<file path="src/rtl/ipif_mst_cmd_arbiter_if.sv">
// Command-side bundle between the user-logic requesters, the arbiter and the
// AXI master IPIF. The "master" modport is the arbiter's view (it masters the
// IPIF command channel); "slave" is the surrounding requesters + IPIF view.
interface ipif_mst_cmd_arbiter_if #(
    parameter int NUM_REQ    = 4,
    parameter int ADDR_WIDTH = 32,
    parameter int LEN_WIDTH  = 20
);
    // requester side
    logic [NUM_REQ-1:0]            req_rd;
    logic [NUM_REQ-1:0]            req_wr;
    logic [NUM_REQ*ADDR_WIDTH-1:0] req_addr;
    logic [NUM_REQ*LEN_WIDTH-1:0]  req_len;
    logic [NUM_REQ-1:0]            grant;
    logic [NUM_REQ-1:0]            done;
    logic [NUM_REQ-1:0]            err;

    // IPIF master command side
    logic                          ip2bus_mstrd_req;
    logic                          ip2bus_mstwr_req;
    logic [ADDR_WIDTH-1:0]         ip2bus_mst_addr;
    logic [LEN_WIDTH-1:0]          ip2bus_mst_length;
    logic                          bus2ip_mst_cmdack;
    logic                          bus2ip_mst_cmplt;
    logic                          bus2ip_mst_error;

    // status
    logic                          busy;

    modport master (
        input  req_rd, req_wr, req_addr, req_len,
        output grant, done, err,
        output ip2bus_mstrd_req, ip2bus_mstwr_req, ip2bus_mst_addr, ip2bus_mst_length,
        input  bus2ip_mst_cmdack, bus2ip_mst_cmplt, bus2ip_mst_error,
        output busy
    );

    modport slave (
        output req_rd, req_wr, req_addr, req_len,
        input  grant, done, err,
        input  ip2bus_mstrd_req, ip2bus_mstwr_req, ip2bus_mst_addr, ip2bus_mst_length,
        output bus2ip_mst_cmdack, bus2ip_mst_cmplt, bus2ip_mst_error,
        input  busy
    );
endinterface

</file>
<file path="src/rtl/ipif_mst_cmd_arbiter.sv">
// Round-robin arbiter sharing the single AXI master IPIF command channel
// between NUM_REQ requesters. Latches the winner's address/length/direction,
// runs the IPIF req/ack/complete handshake and returns a one-cycle done
// (and err on bus error) pulse to the owner.
// Optional command watchdog: define IPIF_ARB_WATCHDOG_EN (adds wd_fired port).
module ipif_mst_cmd_arbiter #(
    parameter int NUM_REQ        = 4,
    parameter int ADDR_WIDTH     = 32,
    parameter int LEN_WIDTH      = 20,
    parameter int TIMEOUT_CYCLES = 1024
) (
    input  logic                  clock,
    input  logic                  reset,
    ipif_mst_cmd_arbiter_if.master bus
`ifdef IPIF_ARB_WATCHDOG_EN
    ,
    output logic                  wd_fired
`endif
);

    localparam int PTR_W = $clog2(NUM_REQ);
    typedef logic [PTR_W-1:0] ptr_t;

    typedef enum logic [1:0] {
        IDLE,
        ISSUE,
        WAIT_CMPLT,
        FINISH
    } state_t;

    if (NUM_REQ < 2 || NUM_REQ > 8 || TIMEOUT_CYCLES < 2) begin : g_param_check
        $error("ipif_mst_cmd_arbiter: parameter out of range");
    end

    state_t                state_q, state_d;
    logic [NUM_REQ-1:0]    grant_q, grant_d;
    logic [NUM_REQ-1:0]    done_q,  done_d;
    logic [NUM_REQ-1:0]    err_q,   err_d;
    logic                  rd_q,    rd_d;
    logic                  wr_q,    wr_d;
    logic [ADDR_WIDTH-1:0] addr_q,  addr_d;
    logic [LEN_WIDTH-1:0]  len_q,   len_d;
    ptr_t                  rr_q,    rr_d;

    logic [NUM_REQ-1:0]    pending;
    logic                  win_found;
    ptr_t                  win_idx;
    ptr_t                  win_next;
    int unsigned           cand;
    int unsigned           next_ptr;

    logic [ADDR_WIDTH-1:0] addr_arr [NUM_REQ];
    logic [LEN_WIDTH-1:0]  len_arr  [NUM_REQ];

`ifdef IPIF_ARB_WATCHDOG_EN
    localparam int WD_W = $clog2(TIMEOUT_CYCLES) + 1;
    logic [WD_W-1:0]       wd_cnt_q, wd_cnt_d;
    logic                  wd_fired_q, wd_fired_d;
    logic                  wd_expired;

    assign wd_expired = (wd_cnt_q == WD_W'(TIMEOUT_CYCLES - 1));
    assign wd_fired   = wd_fired_q;
`endif

    // Unpack the flat per-requester address/length buses into arrays.
    for (genvar i = 0; i < NUM_REQ; i++) begin : g_unpack
        assign addr_arr[i] = bus.req_addr[i*ADDR_WIDTH +: ADDR_WIDTH];
        assign len_arr[i]  = bus.req_len[i*LEN_WIDTH +: LEN_WIDTH];
    end

    // Round-robin search: first pending requester at or after rr_ptr, wrapping.
    always_comb begin
        pending   = bus.req_rd | bus.req_wr;
        win_found = 1'b0;
        win_idx   = '0;
        cand      = 0;
        for (int unsigned k = 0; k < NUM_REQ; k++) begin
            cand = (32'(rr_q) + k) % NUM_REQ;
            if (!win_found && pending[ptr_t'(cand)]) begin
                win_found = 1'b1;
                win_idx   = ptr_t'(cand);
            end
        end
        next_ptr = (32'(win_idx) + 1) % NUM_REQ;
        win_next = ptr_t'(next_ptr);
    end

    // Next-state and next-output logic for the command handshake.
    always_comb begin
        state_d = state_q;
        grant_d = grant_q;
        done_d  = '0;
        err_d   = '0;
        rd_d    = rd_q;
        wr_d    = wr_q;
        addr_d  = addr_q;
        len_d   = len_q;
        rr_d    = rr_q;
`ifdef IPIF_ARB_WATCHDOG_EN
        wd_cnt_d   = wd_cnt_q;
        wd_fired_d = wd_fired_q;
`endif
        case (state_q)
            IDLE: begin
                if (win_found) begin
                    state_d          = ISSUE;
                    grant_d          = '0;
                    grant_d[win_idx] = 1'b1;
                    addr_d           = addr_arr[win_idx];
                    len_d            = len_arr[win_idx];
                    // read takes priority when a requester raises both
                    rd_d             = bus.req_rd[win_idx];
                    wr_d             = ~bus.req_rd[win_idx];
                    rr_d             = win_next;
`ifdef IPIF_ARB_WATCHDOG_EN
                    wd_cnt_d         = '0;
`endif
                end
            end
            ISSUE: begin
                if (bus.bus2ip_mst_cmdack) begin
                    rd_d = 1'b0;
                    wr_d = 1'b0;
                    if (bus.bus2ip_mst_cmplt) begin
                        state_d = FINISH;
                        done_d  = grant_q;
                        err_d   = grant_q & {NUM_REQ{bus.bus2ip_mst_error}};
                    end else begin
                        state_d = WAIT_CMPLT;
`ifdef IPIF_ARB_WATCHDOG_EN
                        wd_cnt_d = '0;
`endif
                    end
                end
`ifdef IPIF_ARB_WATCHDOG_EN
                else if (wd_expired) begin
                    rd_d       = 1'b0;
                    wr_d       = 1'b0;
                    state_d    = FINISH;
                    done_d     = grant_q;
                    err_d      = grant_q;
                    wd_fired_d = 1'b1;
                end else begin
                    wd_cnt_d = wd_cnt_q + 1'b1;
                end
`endif
            end
            WAIT_CMPLT: begin
                if (bus.bus2ip_mst_cmplt) begin
                    state_d = FINISH;
                    done_d  = grant_q;
                    err_d   = grant_q & {NUM_REQ{bus.bus2ip_mst_error}};
                end
`ifdef IPIF_ARB_WATCHDOG_EN
                else if (wd_expired) begin
                    state_d    = FINISH;
                    done_d     = grant_q;
                    err_d      = grant_q;
                    wd_fired_d = 1'b1;
                end else begin
                    wd_cnt_d = wd_cnt_q + 1'b1;
                end
`endif
            end
            FINISH: begin
                grant_d = '0;
                state_d = IDLE;
            end
            default: begin
                state_d = IDLE;
            end
        endcase
    end

    // State and output registers; synchronous active-low reset clears everything.
    always_ff @(posedge clock) begin
        if (!reset) begin
            state_q <= IDLE;
            grant_q <= '0;
            done_q  <= '0;
            err_q   <= '0;
            rd_q    <= 1'b0;
            wr_q    <= 1'b0;
            addr_q  <= '0;
            len_q   <= '0;
            rr_q    <= '0;
`ifdef IPIF_ARB_WATCHDOG_EN
            wd_cnt_q   <= '0;
            wd_fired_q <= 1'b0;
`endif
        end else begin
            state_q <= state_d;
            grant_q <= grant_d;
            done_q  <= done_d;
            err_q   <= err_d;
            rd_q    <= rd_d;
            wr_q    <= wr_d;
            addr_q  <= addr_d;
            len_q   <= len_d;
            rr_q    <= rr_d;
`ifdef IPIF_ARB_WATCHDOG_EN
            wd_cnt_q   <= wd_cnt_d;
            wd_fired_q <= wd_fired_d;
`endif
        end
    end

    assign bus.grant             = grant_q;
    assign bus.done              = done_q;
    assign bus.err               = err_q;
    assign bus.ip2bus_mstrd_req  = rd_q;
    assign bus.ip2bus_mstwr_req  = wr_q;
    assign bus.ip2bus_mst_addr   = addr_q;
    assign bus.ip2bus_mst_length = len_q;
    assign bus.busy              = (state_q != IDLE);

endmodule

</file>
<file path="src/flat_wrapper.sv">
// flat-port wrapper written by rule: the top's interface ports become plain ports
module ipif_mst_cmd_arbiter_flat 
#(
    parameter int NUM_REQ        = 4,
    parameter int ADDR_WIDTH     = 32,
    parameter int LEN_WIDTH      = 20,
    parameter int TIMEOUT_CYCLES = 1024
)
  (clock, reset, bus_req_rd, bus_req_wr, bus_req_addr, bus_req_len, bus_grant, bus_done, bus_err, bus_ip2bus_mstrd_req, bus_ip2bus_mstwr_req, bus_ip2bus_mst_addr, bus_ip2bus_mst_length, bus_bus2ip_mst_cmdack, bus_bus2ip_mst_cmplt, bus_bus2ip_mst_error, bus_busy);
  ipif_mst_cmd_arbiter_if #(.NUM_REQ(NUM_REQ), .ADDR_WIDTH(ADDR_WIDTH), .LEN_WIDTH(LEN_WIDTH)) bus_i ();
  input  logic clock;
  input  logic reset;
  input wire logic [$bits(bus_i.req_rd)-1:0] bus_req_rd;
  input wire logic [$bits(bus_i.req_wr)-1:0] bus_req_wr;
  input wire logic [$bits(bus_i.req_addr)-1:0] bus_req_addr;
  input wire logic [$bits(bus_i.req_len)-1:0] bus_req_len;
  output wire logic [$bits(bus_i.grant)-1:0] bus_grant;
  output wire logic [$bits(bus_i.done)-1:0] bus_done;
  output wire logic [$bits(bus_i.err)-1:0] bus_err;
  output wire logic [$bits(bus_i.ip2bus_mstrd_req)-1:0] bus_ip2bus_mstrd_req;
  output wire logic [$bits(bus_i.ip2bus_mstwr_req)-1:0] bus_ip2bus_mstwr_req;
  output wire logic [$bits(bus_i.ip2bus_mst_addr)-1:0] bus_ip2bus_mst_addr;
  output wire logic [$bits(bus_i.ip2bus_mst_length)-1:0] bus_ip2bus_mst_length;
  input wire logic [$bits(bus_i.bus2ip_mst_cmdack)-1:0] bus_bus2ip_mst_cmdack;
  input wire logic [$bits(bus_i.bus2ip_mst_cmplt)-1:0] bus_bus2ip_mst_cmplt;
  input wire logic [$bits(bus_i.bus2ip_mst_error)-1:0] bus_bus2ip_mst_error;
  output wire logic [$bits(bus_i.busy)-1:0] bus_busy;
  assign bus_i.req_rd = bus_req_rd;
  assign bus_i.req_wr = bus_req_wr;
  assign bus_i.req_addr = bus_req_addr;
  assign bus_i.req_len = bus_req_len;
  assign bus_grant = bus_i.grant;
  assign bus_done = bus_i.done;
  assign bus_err = bus_i.err;
  assign bus_ip2bus_mstrd_req = bus_i.ip2bus_mstrd_req;
  assign bus_ip2bus_mstwr_req = bus_i.ip2bus_mstwr_req;
  assign bus_ip2bus_mst_addr = bus_i.ip2bus_mst_addr;
  assign bus_ip2bus_mst_length = bus_i.ip2bus_mst_length;
  assign bus_i.bus2ip_mst_cmdack = bus_bus2ip_mst_cmdack;
  assign bus_i.bus2ip_mst_cmplt = bus_bus2ip_mst_cmplt;
  assign bus_i.bus2ip_mst_error = bus_bus2ip_mst_error;
  assign bus_busy = bus_i.busy;
  ipif_mst_cmd_arbiter #(.NUM_REQ(NUM_REQ), .ADDR_WIDTH(ADDR_WIDTH), .LEN_WIDTH(LEN_WIDTH), .TIMEOUT_CYCLES(TIMEOUT_CYCLES)) u_core (.clock(clock), .reset(reset), .bus(bus_i));
endmodule
</file>
<file path="config.mk">
export PLATFORM = sky130hd
export DESIGN_NAME = ipif_mst_cmd_arbiter_flat
export DESIGN_NICKNAME = d
export VERILOG_FILES = /design/src/rtl/ipif_mst_cmd_arbiter_if.sv /design/src/rtl/ipif_mst_cmd_arbiter.sv /design/src/flat_wrapper.sv
export SDC_FILE = /design/constraint.sdc
export NUM_CORES = 1
export LEC_CHECK = 0
export ABC_AREA = 1
export CAP_MARGIN = 20
export CORE_MARGIN = 4
export CORE_UTILIZATION = 36
export CTS_CLUSTER_DIAMETER = 200
export CTS_CLUSTER_SIZE = 28
export DETAILED_ROUTE_END_ITERATION = 8
export GPL_TIMING_DRIVEN = 0
export PLACE_DENSITY = 0.88
export SLEW_MARGIN = 30
export SYNTH_ARGS = -nofsm -noshare
export SYNTH_HDL_FRONTEND = slang
export SYNTH_SLANG_ARGS = --single-unit
</file>
<file path="constraint.sdc">
create_clock -name clock -period 2 [get_ports clock]
set_clock_uncertainty 0.1 [all_clocks]
set_input_delay 0.2 -clock clock [delete_from_list [all_inputs] [get_ports clock]]
set_output_delay 0.2 -clock clock [all_outputs]
set_load 0.02 [all_outputs]
</file>
# Yosys cells after proc, flatten, opt, wreduce, memory -nomap -nowiden
# Index checks and enable logic that the tools add are counted.
# word_totals
reg_bits	70
rom_bits	0
memories	0
in_bits	221
latch_bits	0
ram_bits	0
# classes
n_mul	0
n_shift	0
reduce_logical	15
n_addsub	4
n_bitwise	4
n_div	0
eq_ne	6
magnitude_cmp	7
mux	44
# op_table
operator	count
binary-select mux 32 bit (select 2 bit)	1
two-way mux 32 bit	2
binary-select mux 20 bit (select 2 bit)	1
two-way mux 20 bit	2
case mux 4 bit (2 select lines)	3
two-way mux 4 bit	5
< comparator 2 x 3 -> 1 bit (second input constant)	5
two-way mux 1 bit	14
two-way mux 2 bit	7
binary-select mux 1 bit (select 2 bit)	5
case mux 2 bit (4 select lines)	1
AND reduction 3 bit	2
nonzero test 2 bit	3
adder 2 x 1 -> 2 bit (second input constant)	2
adder 2 bit (second input constant)	2
AND 4 bit	1
== test 2 bit (second input constant)	2
logical AND 1 bit	4
!= test 2 bit (second input constant)	2
bitwise OR 4 bit	1
case mux 1 bit (2 select lines)	2
AND reduction 2 bit	2
greater-or-equal comparator 3 bit (second input constant)	1
logical NOT 1 bit	3
7 further kinds	7

# Depth between registers and ports, before layout
# Gate-level depths: netlist of run 1.
# logic_depth
word_depth	19
mapped_depth	17
ltp_nobuf	15

# Worst setup path after synthesis of run 1
# Ideal clock, no wire load.
# synth_path
path_kind	register to register
start	reg u_core.rr_q[0]
end	reg u_core.rr_q[1]
required_ps	1780
setup_time_ps	120
path_buffers	2
arrival_ps	1868
period_less_slack_ps	2088
path_slack_ps	-88
stages_incl_launch_ff	15
cell_sequence	dfxtp_1 buf_4 inv_2 nand2_1 nand3_1 nand2_2 nor2_4 nand3_1 nand3_1 nand2_1 inv_2 buf_2 ha_1 o21ai_0 a21oi_1
# synth_via
elab_chain_cells	13
word_cells_on_any_way	27
cone_classes	add/sub (4); mux (16); reduce/logical (7)
# synth_rtl
element	line	text
start, declared	ipif_mst_cmd_arbiter.sv:43	ptr_t rr_q, rr_d;
start signal, assigned	ipif_mst_cmd_arbiter.sv:200	rr_q <= rr_d;
branches (longest 11 deep; another with adder 2 x 1 -> 2 bit)	--	
two-way mux 2 bit *	ipif_mst_cmd_arbiter.sv:79	if (!win_found && pending[ptr_t'(cand)]) begin
adder 2 x 1 -> 2 bit *	ipif_mst_cmd_arbiter.sv:84	next_ptr = (32'(win_idx) + 1) % NUM_REQ;
via u_core.next_ptr[1]	ipif_mst_cmd_arbiter.sv:50	int unsigned next_ptr;
# Mark *: on every way through the listed nets, which the timed path passes. The select of a mux whose other input is x is not followed.
# A chain may end at the register's enable or synchronous reset.

# Worst setup path in the final report of run 1
# Ends and elaborated chain as after synthesis.

==> results.yml, run 1 <==
cells_and_area:
  drive_above_1_share: 0.122
  diodes: 0
  nets: 1500
  utilization: 0.662
  area_growth_pct: 81.5
place:
  dp_slack_ns: -0.768
  portBuffers: 287
  gp_congestion: 0.899
  dp_hpwl_mm: 16.2
critical_path:
  crit_path_end: "u_core.rr_q[1]$_SDFFE_PN0P_"
  ff2ff_setup_slack_ns: -0.35
  crit_type: "reg -> reg"
  worstPathCellList: "buf_6 > inv_8 > nand2_2 > nand2_4 > nand3_4 > nand2_2 > nor2_4 > buf_4 > nand4_1 > nand2_4 > inv_6 > buf_12 > ha_4 > o21ai_2 > a21oi_2"
  end_kind: "register"
  worstSetupStartpoint: "u_core.rr_q[0]$_SDFFE_PN0P_"
  worstRegToRegCells: 15
  crit_path_max_fanout: 11
  rr_startpoint: "u_core.rr_q[0]$_SDFFE_PN0P_"
  rr_endpoint: "u_core.rr_q[1]$_SDFFE_PN0P_"
  required_ns: 2.12
  cp_slowest_stage_delay_ns: 0.34
  critical_path_arrival_ns: 2.47
  path_buf_inv: 5
  crit_family: "simple AND/OR/NAND/NOR gates"
  crit_slowest_cell: "dfxtp_2"
  crit_cells: 15
  startpoint_type: "register"
detailed_routing:
  ant_nets: 0
  drtIter0Drc: 364
  drc_errors: 0
  vias: 7084
  routed_wl_mm: 22.6
  vias_per_cell: 4.86
  wl_per_cell_um: 15.5
  drt-pass1-iter-count: 5
synth:
  syn_avg_cell_area_um2: 5.61
  ys_types: 25
  synth_nets: 1171
  synth_most_common_cell: "nand2_1"
  ys_warn_count: 0
  synthTopCellsByCount: "nand2_1, inv_1, nand3_1"
  syn-cell-area_um2: 5280
  synth_edf_count: 0
  ys.flop_type: "dfxtp_1"
  yosys_register_bits: 70
  async_flop_share: 0
  yosysSeqAreaShare: 0.265
  synth.top_cell.area_share: 0.265
  synthTopCellsByArea: "dfxtp_1, nand2_1, inv_1"
  synth_cells: 941
  synth_top_area_cell: "dfxtp_1"
power:
  p_leak_uw: 0.00501
  powerDensity_nw_per_um2: 1840
  power.switching_uw: 8520
  switching_share: 0.482
  pwr-share-comb: 0.773
  pwr-share-seq: 0.128
  p_clk_frac: 0.099
  p_int_uw: 9140
  p_total_uw: 17700
  ir_drop_mv: 0.860
floorplanning:
  core_um2: 14500
  pin_count: 288
  fp.dieArea_um2: 16700
  die_h_um: 129
  die_width_um: 129
  row_count: 44
  initial_utilization: 0.365
sta:
  slew-limit-headroom: 0.625
  finalHoldViolations: 0
  slew_violations: 0
  tightest_slew_ns: 0.562
  fmax_ghz: 0.426
  timing.final.ws_setup_ns: -0.350
  fin_setup_tns_ns: -14.87
  setup_violations: 60
  period_share: 1.18
  period_minus_slack_ns: 2.35
  rsz0062_at_grt: "true"
clock_tree:
  cts_sinks: 70
  cts_max_level: 3
  cts_buffers: 9
  insertion_delay_ns: 0.34
  cts-root-buf: "clkbuf_16"
  cts_tree: "done"
  path_clk_slew_ns: 0.06
  clk_path_buf_depth: 2
  hold_buffers: 0
worst_hold_path:
  worstHoldPathCells: 2
  worstHoldPathType: "reg -> reg"
grt:
  track_usage: 0.248
  grt_first_pass_wirelength_mm: 32.7
  grt_max_degree: 14
  grt-ovfl-total: 0
  antenna_found_initial: 0
  grt_pass1_vias: 6804
run_status:
  violations: "negative setup slack"
  status: "finished, violations left"
flow_run:
  cap_violations: 0
==> per-stage QoR <==
| stage | hold WS [ns] | cells | instance area (µm²) |
|---|---|---|---|
| finish | 0.369 | 1459 | 9590 |
| global route | 0.391 | 1459 | 9590 |
| CTS | 0.372 | 1451 | 9250 |
| detailed placement | 0.363 | 1412 | 8400 |
| global placement | 0.357 | 1412 | 8400 |
| floorplan | 0.238 | 941 | 5300 |
==> routing by layer <==
metal  wire length [µm]  share of wire  global-route usage  vias up
li1                   -              -                   -     3492
met1               8340           0.37               0.263     3190
met2              11600           0.51               0.456      329
met3               2010          0.089              0.0750       73
met4                734          0.032               0.103        0
met5                  0              0                   0        -
==> layout make-up <==
type	instances	area, µm²
buffer	48	499
clock buffer	9	225
clock inverter	7	95.1
fill	1210	4890
inverter	234	910
multi-input combinational	586	2940
sequential	70	1410
tap	184	230
timing repair buffer	321	3290
==> power by group through the flow <==
stage	clock network [µW]	logic, µW	registers [µW]
after floorplan	0	6260	2800
after global placement	0	10300	2230
after detailed placement	0	10500	2250
after CTS	1780	12400	2240
after global routing	1840	14800	2310
final	1750	13700	2260
==> cells in the final DEF, fill, tap and decap left out, types with 7 or more instances in the layout <==
cell type	instances
inv_1	227
dfxtp_1	68
nand3_2	11
clkdlybuf4s50_1	285
ha_1	8
buf_8	12
clkbuf_16	14
nor2_1	107
nand2_2	21
buf_4	28
buf_6	16
nand2_1	234
o211ai_1	52
nand3_1	106
buf_2	7
==> repair_timing <==
item	4_1_cts	5_1_grt
setup endpoints to repair	63	62
cloned	3	5
resized for setup	95	57
endpoints found under the hold margin	0	0
pin swaps	19	20
setup buffers	21	5
==> state kept, by name, summed over array words and instances (netlist names) <==
name                          count
u_core.bus.grant                  4
u_core.bus.done                   4
u_core.state_q                    2
u_core.bus.ip2bus_mstrd_req       1
u_core.bus.err                    4
u_core.rr_q                       2
u_core.bus.ip2bus_mstwr_req       1
u_core.bus.ip2bus_mst_addr       32
u_core.bus.ip2bus_mst_length     20
==> worst reg2reg max path: stages (launching register included) <==
cell     delay (ns)
dfxtp_2        0.34
buf_6          0.15
inv_8          0.06
nand2_2        0.07
nand2_4        0.07
nand3_4        0.07
nand2_2        0.07
nor2_4         0.17
buf_4          0.15
nand4_1        0.13
nand2_4        0.16
inv_6          0.08
buf_12         0.15
ha_4           0.25
o21ai_2        0.16
a21oi_2        0.05
==> worst min path at each step <==
stage / start / to
global placement: u_core.bus.ip2bus_mstwr_req$_SDFFE_PN0P_ / u_core.bus.ip2bus_mstwr_req$_SDFFE_PN0P_
detailed placement: u_core.bus.ip2bus_mstwr_req$_SDFFE_PN0P_ / u_core.bus.ip2bus_mstwr_req$_SDFFE_PN0P_
floorplan: reset / u_core.rr_q[0]$_SDFFE_PN0P_
finish: u_core.bus.ip2bus_mstwr_req$_SDFFE_PN0P_ / u_core.bus.ip2bus_mstwr_req$_SDFFE_PN0P_
global route: u_core.bus.ip2bus_mstwr_req$_SDFFE_PN0P_ / u_core.bus.ip2bus_mstwr_req$_SDFFE_PN0P_
CTS: u_core.bus.ip2bus_mstwr_req$_SDFFE_PN0P_ / u_core.bus.ip2bus_mstwr_req$_SDFFE_PN0P_
==> kinds of logic (layout without fill, tap and decap cells) <==
group / after synthesis / in the layout / share of synthesized area
buffers and inverters: 285 / 619 / 0.219
adders and majority gates: 9 / 9 / 0.0213
AOI/OAI and AO/OA: 69 / 69 / 0.0910
DFF: 70 / 70 / 0.265
and+or+nand+nor: 508 / 508 / 0.404
No activity file was read; power rests on OpenSTA's default activity.
==> run 2: changes to the inputs <==
--- a/config.mk
+++ b/config.mk
@@ -7,12 +7,11 @@
 export LEC_CHECK = 0
 export ABC_AREA = 1
 export CAP_MARGIN = 20
-export CORE_MARGIN = 4
+export CORE_MARGIN = 10
 export CORE_UTILIZATION = 36
 export CTS_CLUSTER_DIAMETER = 200
 export CTS_CLUSTER_SIZE = 28
 export DETAILED_ROUTE_END_ITERATION = 8
-export GPL_TIMING_DRIVEN = 0
 export PLACE_DENSITY = 0.88
 export SLEW_MARGIN = 30
 export SYNTH_ARGS = -nofsm -noshare
==> results.yml, run 2 (synthesis gave the netlist of run 1 again) <==
power:
  powerDensity_nw_per_um2: 1780
  p_leak_uw: 0.00505
  ir_drop_mv: 0.912
  p_total_uw: 17200
floorplanning:
  core_um2: 14500
  die_width_um: 141
  pin_count: 288
  initial_utilization: 0.365
  row_count: 44
  die_h_um: 141
  fp.dieArea_um2: 19900
clock_tree:
  insertion_delay_ns: 0.33
  cts_max_level: 3
  cts_buffers: 9
  cts-root-buf: "clkbuf_16"
  hold_buffers: 0
  cts_sinks: 70
  cts_tree: "done"
  clk_path_buf_depth: 2
  path_clk_slew_ns: 0.06
critical_path:
  crit_path_end: "u_core.bus.ip2bus_mst_length[3]$_SDFFE_PN0P_"
  end_kind: "register"
  worstRegToRegCells: 16
  critical_path_arrival_ns: 2.29
  ff2ff_setup_slack_ns: -0.14
  rr_startpoint: "u_core.rr_q[1]$_SDFFE_PN0P_"
  worstSetupStartpoint: "bus_req_rd[3]"
  required_ns: 2.13
  crit_path_max_fanout: 8
  crit_type: "in -> reg"
  rr_endpoint: "u_core.bus.ip2bus_mst_length[3]$_SDFFE_PN0P_"
  startpoint_type: "primary input"
cells_and_area:
  utilization: 0.667
  drive_above_1_share: 0.124
  area_growth_pct: 82.9
  mostFrequentLayoutCell: "clkdlybuf4s50_1"
  final_cell_mix: "clkdlybuf4s50_1, nand2_1, inv_1, nand3_1, nor2_1"
  largest_reg_flops: 32
  nets: 1489
worst_hold_path:
  min-delay-start: "bus_req_rd[0]"
  worstHoldPathType: "in -> reg"
place:
  dp_slack_ns: -0.452
  dp_hpwl_mm: 16.3
  gp_congestion: 0.917
  portBuffers: 287
sta:
  timing.final.ws_setup_ns: -0.165
  fin_setup_tns_ns: -5.45
  whs_ns: 0.373
  slew-limit-headroom: 0.731
  finalHoldViolations: 0
  period_share: 1.08
  period_minus_slack_ns: 2.16
  setup_violations: 58
  tightest_slew_ns: 0.399
  slew_violations: 0
  rsz0062_at_grt: "true"
  fmax_ghz: 0.462
run_status:
  violations: "negative setup slack"
  status: "finished, violations left"
detailed_routing:
  vias: 6829
  drc_errors: 0
  ant_nets: 0
  vias_per_cell: 4.71
  drt-pass1-iter-count: 5
  wl_per_cell_um: 15.5
  drtIter0Drc: 303
  routed_wl_mm: 22.4
grt:
  grt_max_degree: 43
  track_usage: 0.206
  antenna_found_initial: 1
  grt_first_pass_wirelength_mm: 33.4
  grt_pass1_vias: 6722
  grt-ovfl-total: 0
flow_run:
  cap_violations: 0
==> run 2: changes by cell type in the layout (fill, tap and decap cells not counted), sizes merged <==
cell | before | now
buf | 70 | 66
bufinv | 2 | 1
clkbuf | 21 | 15
clkdlybuf4s50 | 285 | 284
clkinv | 2 | 3
clkinvlp | 1 | 3
diode | 0 | 1
dlymetal6s2s | 0 | 1
inv | 236 | 233
==> run 2: metal layers <==
| layer | track usage | share of wire |
|---|---|---|
| met5 | 0 | 0 |
| met4 | 0.104 | 0.042 |
| met3 | 0.0897 | 0.11 |
| met2 | 0.348 | 0.49 |
| met1 | 0.212 | 0.36 |
==> run 2: worst max-delay path, stage by stage <==
cell             delay [ns]
clkdlybuf4s50_1        0.46
nor2_4                 0.16
nand2_2                0.12
nand3_2                0.11
nand2_2                0.07
nor2_4                 0.14
nand3_4                0.10
nand3_4                0.17
buf_12                 0.16
buf_12                 0.11
buf_16                 0.13
nand2_4                0.05
o211ai_1               0.10
nand3_1                0.10
nand2_1                0.07
inv_1                  0.03
==> run 2: repair_timing <==
item                                   CTS  global route
setup buffers                            9             7
endpoints found under the hold margin    0             0
gates resized for setup                 57            53
pin swaps                               11            43
gates cloned                             6             5
setup endpoints to repair               60            61
==> run 2: worst min-delay path by stage <==
stage                                               end  slack [ns]  cells after the start
2_1_floorplan               u_core.rr_q[0]$_SDFFE_PN0P_        0.24                      2
3_3_place_gp   u_core.bus.ip2bus_mstrd_req$_SDFFE_PN0P_        0.36                      2
3_5_place_dp   u_core.bus.ip2bus_mstwr_req$_SDFFE_PN0P_        0.36                      2
4_1_cts        u_core.bus.ip2bus_mstwr_req$_SDFFE_PN0P_        0.37                      2
5_1_grt                    u_core.bus.err[1]$_SDFF_PN0_        0.40                      3
6_report       u_core.bus.ip2bus_mstwr_req$_SDFFE_PN0P_        0.37                      7
==> run 2: final cells by class <==
cell class / instances / area (µm²)
multi-input combinational: 586 / 2980
timing repair buffer: 358 / 3840
clock buffer: 10 / 229
inverter: 234 / 906
clock inverter: 6 / 62.6
tap: 184 / 230
sequential: 70 / 1410
fill: 1192 / 4810
antenna: 1 / 2.50
==> run 2: per-stage QoR <==
| step | instances | area, µm² |
|---|---|---|
| floorplan | 941 | 5300 |
| global placement | 1408 | 8630 |
| detailed placement | 1408 | 8630 |
| CTS | 1439 | 9350 |
| global route | 1449 | 9660 |
| finish | 1449 | 9660 |
==> run 2: power by group <==
| group | switching (µW) | total (µW) | internal (µW) |
|---|---|---|---|
| clock | 603 | 1560 | 960 |
| sequential | 316 | 2270 | 1960 |
| combinational | 7150 | 13300 | 6180 |
| total | 8070 | 17200 | 9100 |
==> run 3: changes to the inputs <==
--- a/config.mk
+++ b/config.mk
@@ -7,10 +7,11 @@
 export LEC_CHECK = 0
 export ABC_AREA = 1
 export CAP_MARGIN = 20
+export CORE_ASPECT_RATIO = 0.8
 export CORE_MARGIN = 10
 export CORE_UTILIZATION = 36
 export CTS_CLUSTER_DIAMETER = 200
-export CTS_CLUSTER_SIZE = 28
+export CTS_CLUSTER_SIZE = 25
 export DETAILED_ROUTE_END_ITERATION = 8
 export PLACE_DENSITY = 0.88
 export SLEW_MARGIN = 30
==> results.yml, run 3 (synthesis gave the netlist of run 1 again) <==
critical_path:
  crit_type: "in -> reg"
  required_ns: 2.14
  ff2ff_setup_slack_ns: -0.18
  rr_endpoint: "u_core.bus.ip2bus_mst_addr[30]$_SDFFE_PN0P_"
  worstRegToRegCells: 16
  end_kind: "register"
  startpoint_type: "primary input"
  critical_path_arrival_ns: 2.37
  crit_path_max_fanout: 8
  rr_startpoint: "u_core.rr_q[0]$_SDFFE_PN0P_"
sta:
  rsz0062_at_grt: "true"
  timing.final.ws_setup_ns: -0.223
  fmax_ghz: 0.450
  finalHoldViolations: 0
  slew_violations: 0
  setup_violations: 60
  period_minus_slack_ns: 2.22
  tightest_slew_ns: 0.496
  period_share: 1.11
  slew-limit-headroom: 0.666
  whs_ns: 0.378
run_status:
  violations: "negative setup slack"
  status: "finished, violations left"
floorplanning:
  fp.dieArea_um2: 19900
  core_um2: 14300
  initial_utilization: 0.368
  pin_count: 288
  die_width_um: 155
  die_h_um: 128
  row_count: 39
clock_tree:
  clk_path_buf_depth: 2
  cts_max_level: 3
  cts_sinks: 70
  path_clk_slew_ns: 0.07
  cts-root-buf: "clkbuf_16"
  cts_buffers: 9
  cts_tree: "done"
  insertion_delay_ns: 0.34
  hold_buffers: 0
cells_and_area:
  nets: 1484
  mostFrequentLayoutCell: "clkdlybuf4s50_1"
  area_growth_pct: 81.6
  largest_reg_flops: 32
  diodes: 0
  final_cell_mix: "clkdlybuf4s50_1, nand2_1, inv_1, nand3_1, nor2_1"
  drive_above_1_share: 0.118
detailed_routing:
  vias_per_cell: 4.88
  drtIter0Drc: 511
  routed_wl_mm: 24.7
  drt-pass1-iter-count: 5
  vias: 7046
  wl_per_cell_um: 17.1
  ant_nets: 0
  drc_errors: 0
grt:
  grt_first_pass_wirelength_mm: 33.8
  grt_pass1_vias: 6563
  grt-ovfl-total: 0
  grt_max_degree: 55
  track_usage: 0.209
  antenna_found_initial: 0
power:
  p_leak_uw: 0.00503
  ir_drop_mv: 1.26
  powerDensity_nw_per_um2: 1830
  p_total_uw: 17600
place:
  dp_hpwl_mm: 16.2
  portBuffers: 287
  dp_slack_ns: -0.386
  gp_congestion: 0.899
worst_hold_path:
  worstHoldPathCells: 6
  hold_end: "u_core.bus.ip2bus_mstrd_req$_SDFFE_PN0P_"
  min-delay-start: "bus_req_rd[0]"
  worstHoldPathType: "in -> reg"
flow_run:
  cap_violations: 0
-- run 3: area by class of cell --
| type | count | area, µm² |
|---|---|---|
| Clock buffer | 9 | 225 |
| Clock inverter | 7 | 63.8 |
| Fill cell | 1198 | 4750 |
| Inverter | 234 | 897 |
| Multi-Input combinational cell | 586 | 2930 |
| Sequential cell | 70 | 1410 |
| Tap cell | 184 | 230 |
| Timing Repair Buffer | 353 | 3840 |
-- run 3: repair_timing --
item                                    in CTS  in global routing
resized for setup                           35                 52
endpoints found under the hold margin        0                  0
gates cloned                                 5                 12
pin swaps                                    8                 32
setup buffers                               11                  5
endpoints found under the setup margin      59                 63
-- run 3: worst max-delay path: stages --
cell and delay (ns):
clkdlybuf4s50_1 0.46, nor2_2 0.19, nand2_2 0.11, nand3_2 0.11
nand2_2 0.07, nor2_4 0.19, nand3_4 0.11, nand3_4 0.13
buf_12 0.13, buf_8 0.13, clkbuf_16 0.16, nand2_1 0.05
o211ai_1 0.09, nand3_1 0.11, nand2_1 0.07, inv_1 0.03
-- run 3: power breakdown --
part           leakage, µW  switching (µW)  internal (µW)
sequential        0.000581             314           1960
combinational      0.00431            7540           6200
clock             0.000136             688            867
-- run 3: per-stage QoR --
stage               instances  setup TNS (ns)  area (µm²)  utilization
floorplan                 941         -0.0104        5300            -
global placement         1395          -16.81        8510        0.593
detailed placement       1395          -19.96        8510        0.593
CTS                      1427           -1.73        9160        0.638
global route             1443          -15.60        9590        0.669
finish                   1443          -10.65        9590        0.669
-- run 3: worst max-delay path by stage --
stage / start / slack [ns] / depth (start not counted) / endpoint
2_1_floorplan: u_core.rr_q[0]$_SDFFE_PN0P_ / -0.004 / 15 / u_core.rr_q[1]$_SDFFE_PN0P_
3_3_place_gp: bus_req_rd[3] / -0.34 / 14 / u_core.bus.grant[2]$_SDFFE_PN0P_
3_5_place_dp: bus_req_rd[2] / -0.39 / 14 / u_core.bus.grant[2]$_SDFFE_PN0P_
4_1_cts: u_core.rr_q[0]$_SDFFE_PN0P_ / -0.08 / 15 / u_core.bus.ip2bus_mst_addr[3]$_SDFFE_PN0P_
5_1_grt: bus_req_wr[1] / -0.31 / 16 / u_core.bus.ip2bus_mst_addr[9]$_SDFFE_PN0P_
6_report: bus_req_rd[1] / -0.22 / 16 / u_core.bus.ip2bus_mst_addr[30]$_SDFFE_PN0P_
-- run 3: metal layers --
metal | vias to the layer above | GRT usage | wire length [µm]
met1 | 3153 | 0.225 | 9360
met5 | - | 0 | 0
met4 | 0 | 0.0643 | 729
met3 | 59 | 0.0942 | 2840
li1 | 3461 | - | -
met2 | 373 | 0.363 | 11800
